==> src/rtl/cmd_load_tri.sv <==
// cmd_load_tri: buffers one 32-byte CMD_LOAD_TRI payload and, on commit,
// writes three vertex records then one edge record into the triangle store.
module cmd_load_tri #(
    parameter int DEPTH     = 1024,
    parameter int DW_VERTEX = 64,
    parameter int DW_EDGE   = 48,
    localparam int AW       = $clog2(DEPTH)
) (
    input  logic                 CLK,
    input  logic                 rst_n,
    input  logic                 start_pulse,
    input  logic                 byte_valid,
    input  logic [7:0]           byte_data,
    output logic                 byte_ready,
    input  logic                 commit_pulse,
    input  logic                 abort_pulse,
    output logic [AW-1:0]        ADDR_VERTEX,
    output logic [DW_VERTEX-1:0] DIN_VERTEX,
    output logic                 WE_VERTEX,
    output logic [AW-1:0]        ADDR_EDGE,
    output logic [DW_EDGE-1:0]   DIN_EDGE,
    output logic                 WE_EDGE,
    output logic                 BUSY,
    output logic                 DONE,
    output logic                 ERR
);

    typedef enum logic [2:0] {
        S_IDLE,
        S_RX,
        S_WAIT,
        S_WR_V0,
        S_WR_V1,
        S_WR_V2,
        S_WR_E
    } state_t;

    localparam logic [16:0] LIM = 17'(DEPTH);

    state_t         state;
    logic [255:0]   pay;
    logic [4:0]     cnt;

    logic [15:0]    ea;
    logic [15:0]    a0;
    logic [15:0]    a1;
    logic [15:0]    a2;
    logic [63:0]    v0;
    logic [63:0]    v1;
    logic [63:0]    v2;
    logic           addr_ok;
    logic           xfer;

    // Bytes shift in MSB first, so the first byte ends up at the top.
    assign ea = pay[255:240];
    assign a0 = pay[239:224];
    assign v0 = pay[223:160];
    assign a1 = pay[159:144];
    assign v1 = pay[143:80];
    assign a2 = pay[79:64];
    assign v2 = pay[63:0];

    assign addr_ok = ({1'b0, ea} < LIM) && ({1'b0, a0} < LIM) &&
                     ({1'b0, a1} < LIM) && ({1'b0, a2} < LIM);

    assign xfer = byte_valid && byte_ready;

    always_ff @(posedge CLK) begin
        if (!rst_n) begin
            state       <= S_IDLE;
            pay         <= '0;
            cnt         <= '0;
            byte_ready  <= 1'b0;
            ADDR_VERTEX <= '0;
            DIN_VERTEX  <= '0;
            WE_VERTEX   <= 1'b0;
            ADDR_EDGE   <= '0;
            DIN_EDGE    <= '0;
            WE_EDGE     <= 1'b0;
            BUSY        <= 1'b0;
            DONE        <= 1'b0;
            ERR         <= 1'b0;
        end else begin
            WE_VERTEX <= 1'b0;
            WE_EDGE   <= 1'b0;
            DONE      <= 1'b0;
            ERR       <= 1'b0;
            unique case (state)
                S_IDLE: begin
                    if (start_pulse) begin
                        state      <= S_RX;
                        BUSY       <= 1'b1;
                        byte_ready <= 1'b1;
                        cnt        <= '0;
                        pay        <= '0;
                    end
                end
                S_RX: begin
                    if (abort_pulse) begin
                        state      <= S_IDLE;
                        BUSY       <= 1'b0;
                        byte_ready <= 1'b0;
                    end else if (xfer) begin
                        pay <= {pay[247:0], byte_data};
                        cnt <= cnt + 5'd1;
                        if (cnt == 5'd31) begin
                            state      <= S_WAIT;
                            byte_ready <= 1'b0;
                        end
                    end
                end
                S_WAIT: begin
                    if (abort_pulse) begin
                        state <= S_IDLE;
                        BUSY  <= 1'b0;
                    end else if (commit_pulse) begin
                        if (!addr_ok) begin
                            state <= S_IDLE;
                            BUSY  <= 1'b0;
                            ERR   <= 1'b1;
                        end else begin
                            state       <= S_WR_V0;
                            WE_VERTEX   <= 1'b1;
                            ADDR_VERTEX <= a0[AW-1:0];
                            DIN_VERTEX  <= v0;
                        end
                    end
                end
                S_WR_V0: begin
                    state       <= S_WR_V1;
                    WE_VERTEX   <= 1'b1;
                    ADDR_VERTEX <= a1[AW-1:0];
                    DIN_VERTEX  <= v1;
                end
                S_WR_V1: begin
                    state       <= S_WR_V2;
                    WE_VERTEX   <= 1'b1;
                    ADDR_VERTEX <= a2[AW-1:0];
                    DIN_VERTEX  <= v2;
                end
                S_WR_V2: begin
                    state     <= S_WR_E;
                    WE_EDGE   <= 1'b1;
                    ADDR_EDGE <= ea[AW-1:0];
                    DIN_EDGE  <= {a2, a1, a0};
                end
                S_WR_E: begin
                    state <= S_IDLE;
                    BUSY  <= 1'b0;
                    DONE  <= 1'b1;
                end
                default: begin
                    state <= S_IDLE;
                    BUSY  <= 1'b0;
                end
            endcase
        end
    end

endmodule
==> config.mk <==
export PLATFORM = sky130hd
export DESIGN_NAME = cmd_load_tri
export DESIGN_NICKNAME = d
export VERILOG_FILES = /design/src/rtl/cmd_load_tri.sv
export SDC_FILE = /design/constraint.sdc
export NUM_CORES = 1
export LEC_CHECK = 0
export ABC_AREA = 0
export CAP_MARGIN = 20
export CORE_MARGIN = 3
export CORE_UTILIZATION = 45
export DETAILED_ROUTE_END_ITERATION = 10
export GPL_ROUTABILITY_DRIVEN = 0
export PLACE_DENSITY_LB_ADDON = 0.08
export SETUP_SLACK_MARGIN = 0.02
export SLEW_MARGIN = 5
export SYNTH_ARGS = -nofsm -noshare
export SYNTH_HDL_FRONTEND = slang
export SYNTH_SLANG_ARGS = --single-unit
==> constraint.sdc <==
create_clock -name CLK -period 2.01 [get_ports CLK]
set_input_delay 0.201 -clock CLK [delete_from_list [all_inputs] [get_ports CLK]]
set_output_delay 0.201 -clock CLK [all_outputs]
set_load 0.05 [all_outputs]
Word level (Yosys, flattened, before mapping)
Cells that the tools add are included.
{ "op_classes": {"bitwise_logic": 4, "n_eq_ne": 18, "n_addsub": 1, "order_cmp": 4, "n_mux": 41, "reduce_logical": 15} }
{ "ops": {"columns": ["operator", "count"], "rows": [
  ["256-bit two-way mux", 3],
  ["256-bit one-hot mux with 2 select lines", 1],
  ["64-bit two-way mux", 3],
  ["64-bit one-hot mux with 3 select lines", 1],
  ["16-bit by 11-bit < comparator with 1-bit output, second input constant", 4],
  ["10-bit two-way mux", 3],
  ["10-bit one-hot mux with 3 select lines", 1],
  ["3-bit two-way mux", 6],
  ["3-bit one-hot mux with 6 select lines", 1],
  ["4-bit AND reduction", 4],
  ["5-bit two-way mux", 3],
  ["1-bit two-way mux", 14],
  ["2-bit != test, second input constant", 7],
  ["3-bit != test, second input constant", 4],
  ["5-bit one-hot mux with 2 select lines", 1],
  ["3-bit equality test, second input constant", 3],
  ["3-bit by 2-bit equality test with 1-bit output, second input constant", 2],
  ["5-bit by 1-bit adder with 5-bit output, second input constant", 1],
  ["5-bit equality test, second input constant", 1],
  ["5-bit AND reduction", 1],
  ["1-bit logical AND", 4],
  ["1-bit inverter", 4],
  ["1-bit one-hot mux with 2 select lines", 2],
  ["1-bit one-hot mux with 4 select lines", 1],
  ["other kinds (8)", 8]
]} }
{ "totals": {"register_bits": 402, "output_inout_bits": 138, "word_cells": 96, "in_bits": 14} }

Longest topological paths before layout
Gate-level depths: netlist (run 1).
{ "depth": {"depth_word": 8, "depth_mapped": 9, "ltp_nobuf": 8} }

Least setup slack after synthesis (run 1)
OpenSTA, ideal clock, no wires.
{ "synth_path": {"kind": "register to register", "from": "reg state[0]", "to": "reg pay[45]", "path_stages_with_launch": 9, "t_arrival_ps": 1764, "n_path_buf": 4, "setup_time_ps": 122, "t_required_ps": 1888, "period_less_slack_ps": 1887, "slack_ps": 123, "path_cell_list": "dfxtp_1 > buf_2 > or4b_1 > o31a_1 > buf_2 > clkbuf_1 > buf_2 > nand2_1 > a21boi_0"} }
{ "synth_between": {"elab_chain_cells": 3, "elab_cells_between_ends": 8, "cone_classes": "4 x eq/ne; 1 x mux; 3 x reduce/logical"} }
{ "synth_rtl": {"columns": ["item", "line", "source"], "rows": [
  ["from (decl)", "40", "state_t state;"],
  ["from (signal assigned)", "70", "state <= S_IDLE;"],
  ["from (signal assigned)", "91", "state <= S_RX;"],
  ["from (signal assigned)", "100", "state <= S_IDLE;"],
  ["3-bit by 1-bit equality test with 1-bit output / 3-bit logical NOT (equally long branches)", "88", "unique case (state)"],
  ["2-bit != test (no source line) / 2-bit nonzero test (equally long branches)", null, null],
  ["4-bit AND reduction (no source line)", null, null],
  ["to (signal assigned)", "104", "pay <= {pay[247:0], byte_data};"],
  ["to (decl)", "41", "logic [255:0] pay;"]
]} }
Several ways; a longest one is shown, not always the timed one.
A chain may end at the register's enable or synchronous reset.

Worst setup path in the final report (run 1)
{ "layout_path": {"from": "reg pay[156]", "to": "reg DIN_VERTEX[30]"} }
{ "layout_between": {"elab_chain_cells": 5} }
{ "layout_rtl": {"columns": ["item", "line", "source"], "rows": [
  ["16-bit by 11-bit < comparator with 1-bit output", "64", "({1'b0, a1} < LIM) && ({1'b0, a2} < LIM);"],
  ["1-bit logical AND", "63", "assign addr_ok = ({1'b0, ea} < LIM) && ({1'b0, a0} < LIM) &&"],
  ["1-bit logical AND", "64", null],
  ["2-bit != test (no source line)", null, null],
  ["4-bit AND reduction (no source line)", null, null],
  ["to (signal assigned)", "125", "DIN_VERTEX <= v0;"],
  ["to (signal assigned)", "133", "DIN_VERTEX <= v1;"],
  ["to (signal assigned)", "139", "DIN_VERTEX <= v2;"],
  ["to (decl)", "18", "output logic [DW_VERTEX-1:0] DIN_VERTEX,"]
]} }
No other way between the ends.

==> results of run 1 <==
==> power groups by stage <==
| stage | registers, mW | clock network, mW | logic [mW] |
|---|---|---|---|
| 6_report | 8.15 | 7.81 | 2.38 |
| 2_1_floorplan | 8.65 | 0 | 1.06 |
| 5_1_grt | 8.16 | 8.24 | 2.51 |
| 3_5_place_dp | 8.33 | 0 | 2.14 |
| 3_3_place_gp | 8.32 | 0 | 2.14 |
| 4_1_cts | 8.15 | 7.95 | 2.23 |
==> layer usage <==
layer  vias up  global-route usage, %  part of all wire (%)
met2       422                   39.7                    47
met5         -                      0                     0
met1      7071                   33.8                    46
li1       6995                      -                     -
met3        79                   3.68                   5.2
met4         0                   6.95                   2.0
==> layout make-up <==
| type | instances | area, µm² | area share (%) |
|---|---|---|---|
| flip-flops and latches | 402 | 8050 | 38.4 |
| clock buffers | 67 | 1300 | 6.19 |
| inverters | 2 | 7.51 | 0.0358 |
| multi-input cells | 1317 | 7750 | 36.9 |
| well taps | 461 | 577 | 2.75 |
| clock inverters | 13 | 97.6 | 0.465 |
| repair buffers | 267 | 3220 | 15.3 |
==> sequential cells by signal (all words and copies together) (netlist names) <==
name	flops
ADDR_EDGE	10
BUSY	1
WE_VERTEX	1
ADDR_VERTEX	10
DIN_EDGE	48
state	3
byte_ready	1
cnt	5
DONE	1
DIN_VERTEX	64
pay	256
ERR	1
WE_EDGE	1
==> cell usage in the layout, fill, tap and decap left out, drive strengths merged, types with 74 or more instances in the layout <==
cell type,count
clkbuf,80
o211a,74
a21oi,91
nand3,260
nand2,382
a22o,74
buf,104
clkdlybuf4s50,144
dfxtp,402
o21ai,79
a21boi,301
==> kinds of logic after synthesis <==
| logic type | after synthesis | synth area share [%] |
|---|---|---|
| AND/OR/NAND/NOR | 682 | 18.0 |
| adder cells (fa/ha/maj) | 2 | 0.151 |
| AO/OA/AOI/OAI | 631 | 27.9 |
| XOR/XNOR | 2 | 0.106 |
| flip-flops | 402 | 48.7 |
| buffers and inverters | 198 | 5.19 |
==> what timing repair did <==
item                                   in CTS  in global routing
gates resized for setup                    35                 68
gates cloned                                5                 15
buffers inserted                            6                  1
pin swaps                                   7                  3
setup endpoints to repair                 199                284
endpoints found under the hold margin       0                  0
==> through the flow <==
step	cell area [µm²]	setup WS [ns]	std cells
after floorplan	16500	0.123	1917
after global placement	18900	-0.162	2423
after detailed placement	18900	-0.166	2423
after CTS	20600	-0.0262	2514
after global routing	21000	-0.174	2529
final	21000	-0.0669	2529
==> final timing paths <==
| kind | start | endpoint | slack (ns) | cells past startpoint |
|---|---|---|---|---|
| max | pay[156]$_SDFFE_PN0P_ | DIN_VERTEX[30]$_SDFFE_PN0P_ | -0.07 | 9 |
| min | rst_n | DIN_EDGE[46]$_SDFFE_PN0P_ | 0.17 | 2 |
| max reg2reg | pay[156]$_SDFFE_PN0P_ | DIN_VERTEX[30]$_SDFFE_PN0P_ | -0.07 | 9 |
| min reg2reg | pay[251]$_SDFFE_PN0P_ | pay[251]$_SDFFE_PN0P_ | 0.45 | 2 |
==> metrics.log, run 1 <==
[metrics] tightest hold margin: approximately 0.17 ns
[metrics] maximum root-to-sink buffer count: 3
[metrics] Final Hold Violating Endpoints: 0
[metrics] Worst Path Required: between 2 and 3 ns
[metrics] cell repeated most along the worst path: sky130_fd_sc_hd__clkbuf_16
[metrics] number of filler cells placed in the layout: ~3200
[metrics] Unique masters post-synth: 43
[metrics] core utilization of the finished layout: approximately three fifths
[metrics] Clock Latency Late Sink: ~0.56 ns
[metrics] Netlist Area Pre-Place: ~17000 µm²
[metrics] floorplan die height: slightly below 200 µm
[metrics] vias in the first global route: between 10000 and 15000
[metrics] first-pass GRT wire length: roughly 77 mm
[metrics] class of the most critical hold timing path: primary input to flip-flop
[metrics] Worst path top cell family by delay: simple AND/OR/NAND/NOR gates
[metrics] syn nets: 1933
[metrics] share of the yosys chip area belonging to registers: between 40 and 50%
[metrics] share of the clock period used by the worst path: 103%
[metrics] DR vias: 14567
[metrics] clock-pin slew on the worst setup and hold paths: roughly 0.060 ns
[metrics] antenna cells: 0
[metrics] count of nets after finishing: between 2000 and 2500
[metrics] total length of routed wires: a little over 50 mm
[metrics] RSZ-0062 raised after global routing: true
[metrics] worst path cell trace: nor4_4 > buf_4 > nand4_1 > or2_4 > o21ai_4 > buf_12 > clkbuf_16 > clkbuf_16 > o211a_1
[metrics] register bit count reported by yosys: 402
[metrics] Critical-path top delay cell: sky130_fd_sc_hd__dfxtp_2
[metrics] final-report max-slew violation count: 0
[metrics] Peak Freq: between 400 and 500 MHz
[metrics] # clock sinks: about 400
[metrics] final period demand of the worst path: a little over 2 ns
[metrics] Antenna Violating Nets Remaining: 0
[metrics] Maximum Capacitance Violations: 0
[metrics] I/O Buffers: approximately 150
[metrics] Switching Power: around 4.8 mW
[metrics] dominant cell by count in the synthesized netlist: sky130_fd_sc_hd__dfxtp_1
[metrics] initial antenna violation count: 0
[metrics] number of H-tree levels: 2
[metrics] top cells by instance count after synthesis: sky130_fd_sc_hd__dfxtp_1 (402), sky130_fd_sc_hd__nand2_1 (382), sky130_fd_sc_hd__nand3_1 (260), sky130_fd_sc_hd__a21boi_1 (200), sky130_fd_sc_hd__clkbuf_1 (120)
[metrics] TritonCTS clock tree: yes
[metrics] maximum fanout along the worst path: 8
[metrics] delay of the slowest critical-path stage: around 0.33 ns
[metrics] peak supply drop: 667 µV
[metrics] primary flip-flop cell chosen by synthesis mapping: sky130_fd_sc_hd__dfxtp_1
[metrics] overall fraction of global-route tracks in use: roughly a quarter
[metrics] root buffer cell: sky130_fd_sc_hd__clkbuf_16
[metrics] area fraction of the dominant cell type after synthesis: about 50%
[metrics] Clock power frac: approximately 43%
[metrics] slew at the pin with the worst max-slew slack: between 0.6 and 0.7 ns
[metrics] first-iteration detailed-routing DRC count: 1208
[metrics] capturing element type of the critical path: flip-flop
[metrics] startpoint kind of the worst setup timing path: flip-flop
[metrics] ys async rst share: 0%
[metrics] classification of the worst setup path: flip-flop to flip-flop
[metrics] final-layout setup total negative slack: -2.64 ns
[metrics] total power per unit cell area: 873 nW/µm²
[metrics] share of cells above drive strength 1: 10.3%
[metrics] Setup WS post-layout: -0.0669 ns
[metrics] number of remaining DRC errors: 0
[metrics] buffering stage count on the worst path with inverters included: 4
[metrics] area of the core: 35900 µm²
[metrics] Worst Clk Skew: between 0.02 and 0.025 ns
[metrics] status: finished with violations
[metrics] fraction of power consumed by combinational cells: approximately an eighth
[metrics] synthesis-to-layout area growth: 27.1%
[metrics] static leakage power: between 7 and 8 nW
[metrics] endpoints failing setup: 73
[metrics] cell taking the most area after synthesis: sky130_fd_sc_hd__dfxtp_1
[metrics] total power: roughly 18 mW
[metrics] EDFF count, synth: 0
[metrics] post-synthesis instance total: approximately 1900
[metrics] normalized max-slew margin: 56.6%
[metrics] starting density of the core: between 40 and 50%
[metrics] IO Pins: ~150
[metrics] count of hold buffers inserted by post-cts repair: 0
[metrics] cell-internal power: 13.5 mW
[metrics] Mean Syn Cell Area: around 8.6 µm²
[metrics] DIE AREA: 39100 µm²
[metrics] Arrival @ worst endpoint: between 2 and 3 ns
[metrics] top cells by area in the synthesized netlist: sky130_fd_sc_hd__dfxtp_1 (49%), sky130_fd_sc_hd__a21boi_1 (9.1%), sky130_fd_sc_hd__nand2_1 (8.7%), sky130_fd_sc_hd__nand3_1 (7.9%), sky130_fd_sc_hd__a21boi_0 (4.6%)
[metrics] wire per inst: 20.0 µm
[metrics] aggregate global routing overflow: 0
[metrics] count of warnings emitted by yosys: 0
[metrics] Vias/cell: between 5 and 6
[metrics] TritonCTS Buffers: 44
[metrics] total number of placement rows: 69
[metrics] proportion of power drawn by flip-flops and latches: roughly 45%
[metrics] half-perimeter wire length after detailed placement: between 30 and 40 mm
[metrics] fraction of power spent switching nets: approximately a quarter
[metrics] die span in x: 198 µm
[metrics] detailed-routing iteration count for the pre-antenna-repair pass: 7
[metrics] maximum number of pins on one net before global-route repair: 130
[metrics] failing checks: negative setup slack
Power figures use the tool's default switching activity.
==> run 2: changes to the inputs <==
Settings changed: REMOVE_ABC_BUFFERS from default to 1.
==> run 2 against run 1 <==
  * The run now ends clean
  * Power rose by 0.65%
  * Non-clock buffer count rose by 12
  * Cell count rose by 0.36%
  * Core utilization rose by 0.51 points
  * Count of clock-buffer cells in the layout rose by 3
  * Global-route usage fell by 0.85 points
  * Setup slack improved by 0.087 ns
  * First-iteration DRC count did not move
  * Largest cell class unchanged
==> metrics.log, run 2 (synthesized netlist as in run 1, its figures left out) <==
[metrics] Maximum Capacitance Violations: 0
[metrics] capturing element type of the critical path: flip-flop
[metrics] total power: roughly 18 mW
[metrics] maximum fanout along the worst path: 8
[metrics] status: finished, final reports clean
[metrics] synthesis-to-layout area growth: 28.2%
[metrics] Setup WS post-layout: about 0.020 ns
[metrics] half-perimeter wire length after detailed placement: 27.6 mm
[metrics] DIE AREA: slightly below 40000 µm²
[metrics] Post-Place Setup Slack: -0.279 ns
[metrics] clock-pin slew on the worst setup and hold paths: 0.06 ns
[metrics] final period demand of the worst path: a little under 2 ns
[metrics] DR vias: 14719
[metrics] detailed-routing iteration count for the pre-antenna-repair pass: 5
[metrics] overall fraction of global-route tracks in use: a little under a quarter
[metrics] TritonCTS Buffers: 44
[metrics] final design instance area without fill: around 21000 µm²
[metrics] Antenna Violating Nets Remaining: 0
[metrics] Largest regs: pay (256), DIN_VERTEX (64), DIN_EDGE (48)
[metrics] RSZ-0062 raised after global routing: true
[metrics] worst hold stages: 3
[metrics] IO Pins: ~150
[metrics] count of nets after finishing: between 2000 and 2500
[metrics] TritonCTS clock tree: yes
[metrics] total power per unit cell area: 871 nW/µm²
[metrics] Vias/cell: approximately 5.8
[metrics] delay of the slowest critical-path stage: roughly 0.57 ns
[metrics] root buffer cell: sky130_fd_sc_hd__clkbuf_16
[metrics] antenna cells: 0
[metrics] core utilization of the finished layout: around 60%
[metrics] Final Hold Violating Endpoints: 0
[metrics] Critical-path top delay cell: sky130_fd_sc_hd__or4b_4
[metrics] die span in x: a little under 200 µm
[metrics] final-report max-slew violation count: 0
[metrics] worst path cell trace: buf_6 > or4b_4 > o31ai_4 > buf_12 > buf_16 > buf_12 > nand3_1 > a21boi_0
[metrics] # clock sinks: between 400 and 500
[metrics] startpoint kind of the worst setup timing path: flip-flop
[metrics] wire per inst: ~20 µm
[metrics] maximum root-to-sink buffer count: 3
[metrics] Clock Latency Late Sink: between 0.5 and 0.6 ns
[metrics] Worst Path Required: between 2 and 2.5 ns
[metrics] starting density of the core: roughly 46%
[metrics] slew at the pin with the worst max-slew slack: approximately 0.95 ns
[metrics] cell repeated most along the worst path: sky130_fd_sc_hd__buf_12
[metrics] number of remaining DRC errors: 0
[metrics] total length of routed wires: 51.1 mm
[metrics] Worst Clk Skew: about 0.016 ns
[metrics] vias in the first global route: 13730
[metrics] most common cell after layout, fill and taps aside: sky130_fd_sc_hd__dfxtp_1
[metrics] first-pass GRT wire length: 75.4 mm
[metrics] share of cells above drive strength 1: 11.4%
[metrics] share of the clock period used by the worst path: 99.0%
[metrics] Arrival @ worst endpoint: approximately 2.5 ns
[metrics] footprint of the multi-input gates: approximately 8000 µm²
[metrics] slack of the worst reg-to-reg path: between 0.02 and 0.025 ns
[metrics] register with the highest flop count: pay
[metrics] endpoints failing setup: 0
[metrics] area of the core: 35900 µm²
[metrics] static leakage power: 8.05 nW
[metrics] normalized max-slew margin: a little under two fifths
[metrics] first-iteration detailed-routing DRC count: approximately 1200
[metrics] number of filler cells placed in the layout: 3180
[metrics] Peak Freq: ~500 MHz
[metrics] commonest cells after routing, fill and taps aside: sky130_fd_sc_hd__dfxtp_1 (396), sky130_fd_sc_hd__nand2_1 (376), sky130_fd_sc_hd__nand3_1 (248), sky130_fd_sc_hd__a21boi_1 (238), sky130_fd_sc_hd__clkdlybuf4s50_1 (137)
[metrics] class of the most critical hold timing path: primary input to flip-flop
[metrics] initial antenna violation count: 2
[metrics] I/O Buffers: roughly 150
[metrics] floorplan die height: ~200 µm
[metrics] Storage cell area: between 8000 and 9000 µm²
[metrics] classification of the worst setup path: flip-flop to flip-flop
[metrics] number of flip-flops in the largest register: 256
[metrics] total number of placement rows: between 60 and 70
[metrics] number of H-tree levels: 2
[metrics] maximum number of pins on one net before global-route repair: between 150 and 200
[metrics] Post-Place Cell Area: between 15000 and 20000 µm²
[metrics] tightest hold margin: about 0.25 ns
[metrics] aggregate global routing overflow: 0
[metrics] number of cells traversed by the worst register-to-register path: 8
[metrics] peak supply drop: about 690 µV
[run 2: cell types whose count changed in the layout (fill, tap and decap cells not counted), moves of 10 or more]
cell                            delta
sky130_fd_sc_hd__nand3_1          -12
sky130_fd_sc_hd__o21ai_1          -33
sky130_fd_sc_hd__dlygate4sd2_1    +10
sky130_fd_sc_hd__nand3_2          +12
sky130_fd_sc_hd__a21boi_0         -35
sky130_fd_sc_hd__a21boi_1         +29
sky130_fd_sc_hd__o21ai_0          +43
[run 2: final timing paths]
kind | from | endpoint
max | state[0]$_SDFFE_PN0P_ | pay[49]$_SDFFE_PN0P_
min | byte_data[5] | pay[5]$_SDFFE_PN0P_
max reg2reg | state[0]$_SDFFE_PN0P_ | pay[49]$_SDFFE_PN0P_
min reg2reg | DIN_EDGE[14]$_SDFFE_PN0P_ | DIN_EDGE[14]$_SDFFE_PN0P_
[run 2: repair_timing]
item / 4_1_cts / 5_1_grt
pin swaps: 9 / 73
endpoints found under the hold margin: 10 / 0
cloned: 4 / 19
endpoints found under the setup margin: 330 / 329
setup buffers: 14 / 6
resized for setup: 53 / 78
hold buffers: 1 / 0
[run 2: area by class of cell]
type / instances / share of cell area (%)
Clock inverter: 5 / 0.118
Sequential cell: 402 / 38.0
Inverter: 2 / 0.0354
Tap cell: 461 / 2.72
Clock buffer: 70 / 6.09
Multi-Input combinational cell: 1319 / 37.0
Timing Repair Buffer: 279 / 16.0
[run 2: stage by stage]
step | std cells | TNS, ns
CTS | 2514 | -0.00194
finish | 2538 | 0
detailed placement | 2420 | -59.66
global placement | 2420 | -60.52
floorplan | 1721 | -2517.63
global route | 2538 | -0.534
[run 2: critical path, delay by kind of cell, from the launching register on]
family | cells | cell delay (ns)
AOI/OAI and AO/OA | 2 | 0.27
buffers and inverters | 4 | 0.64
DFF | 1 | 0.32
and+or+nand+nor | 2 | 0.65
[run 2: routing by layer]
layer	global-route usage (%)	up-vias	wire length [µm]
li1	-	7018	-
met1	34.4	7183	23900
met2	36.3	446	23300
met3	3.70	72	2950
met4	6.37	0	1020
met5	0	-	0
[run 2: where the power goes]
part | internal [mW] | leakage (nW) | switching [mW] | total (mW)
logic | 1.05 | 4.16 | 1.72 | 2.76
registers | 8.08 | 3.24 | 0.0724 | 8.15
clock network | 4.36 | 0.646 | 3.18 | 7.54
total | 13.5 | 8.05 | 4.96 | 18.5
==> run 3: changes to the inputs <==
Settings changed: CAP_MARGIN 20 to default.
==> results of run 3 <==
Final layout, timing and power as in run 2 (identical DEF).
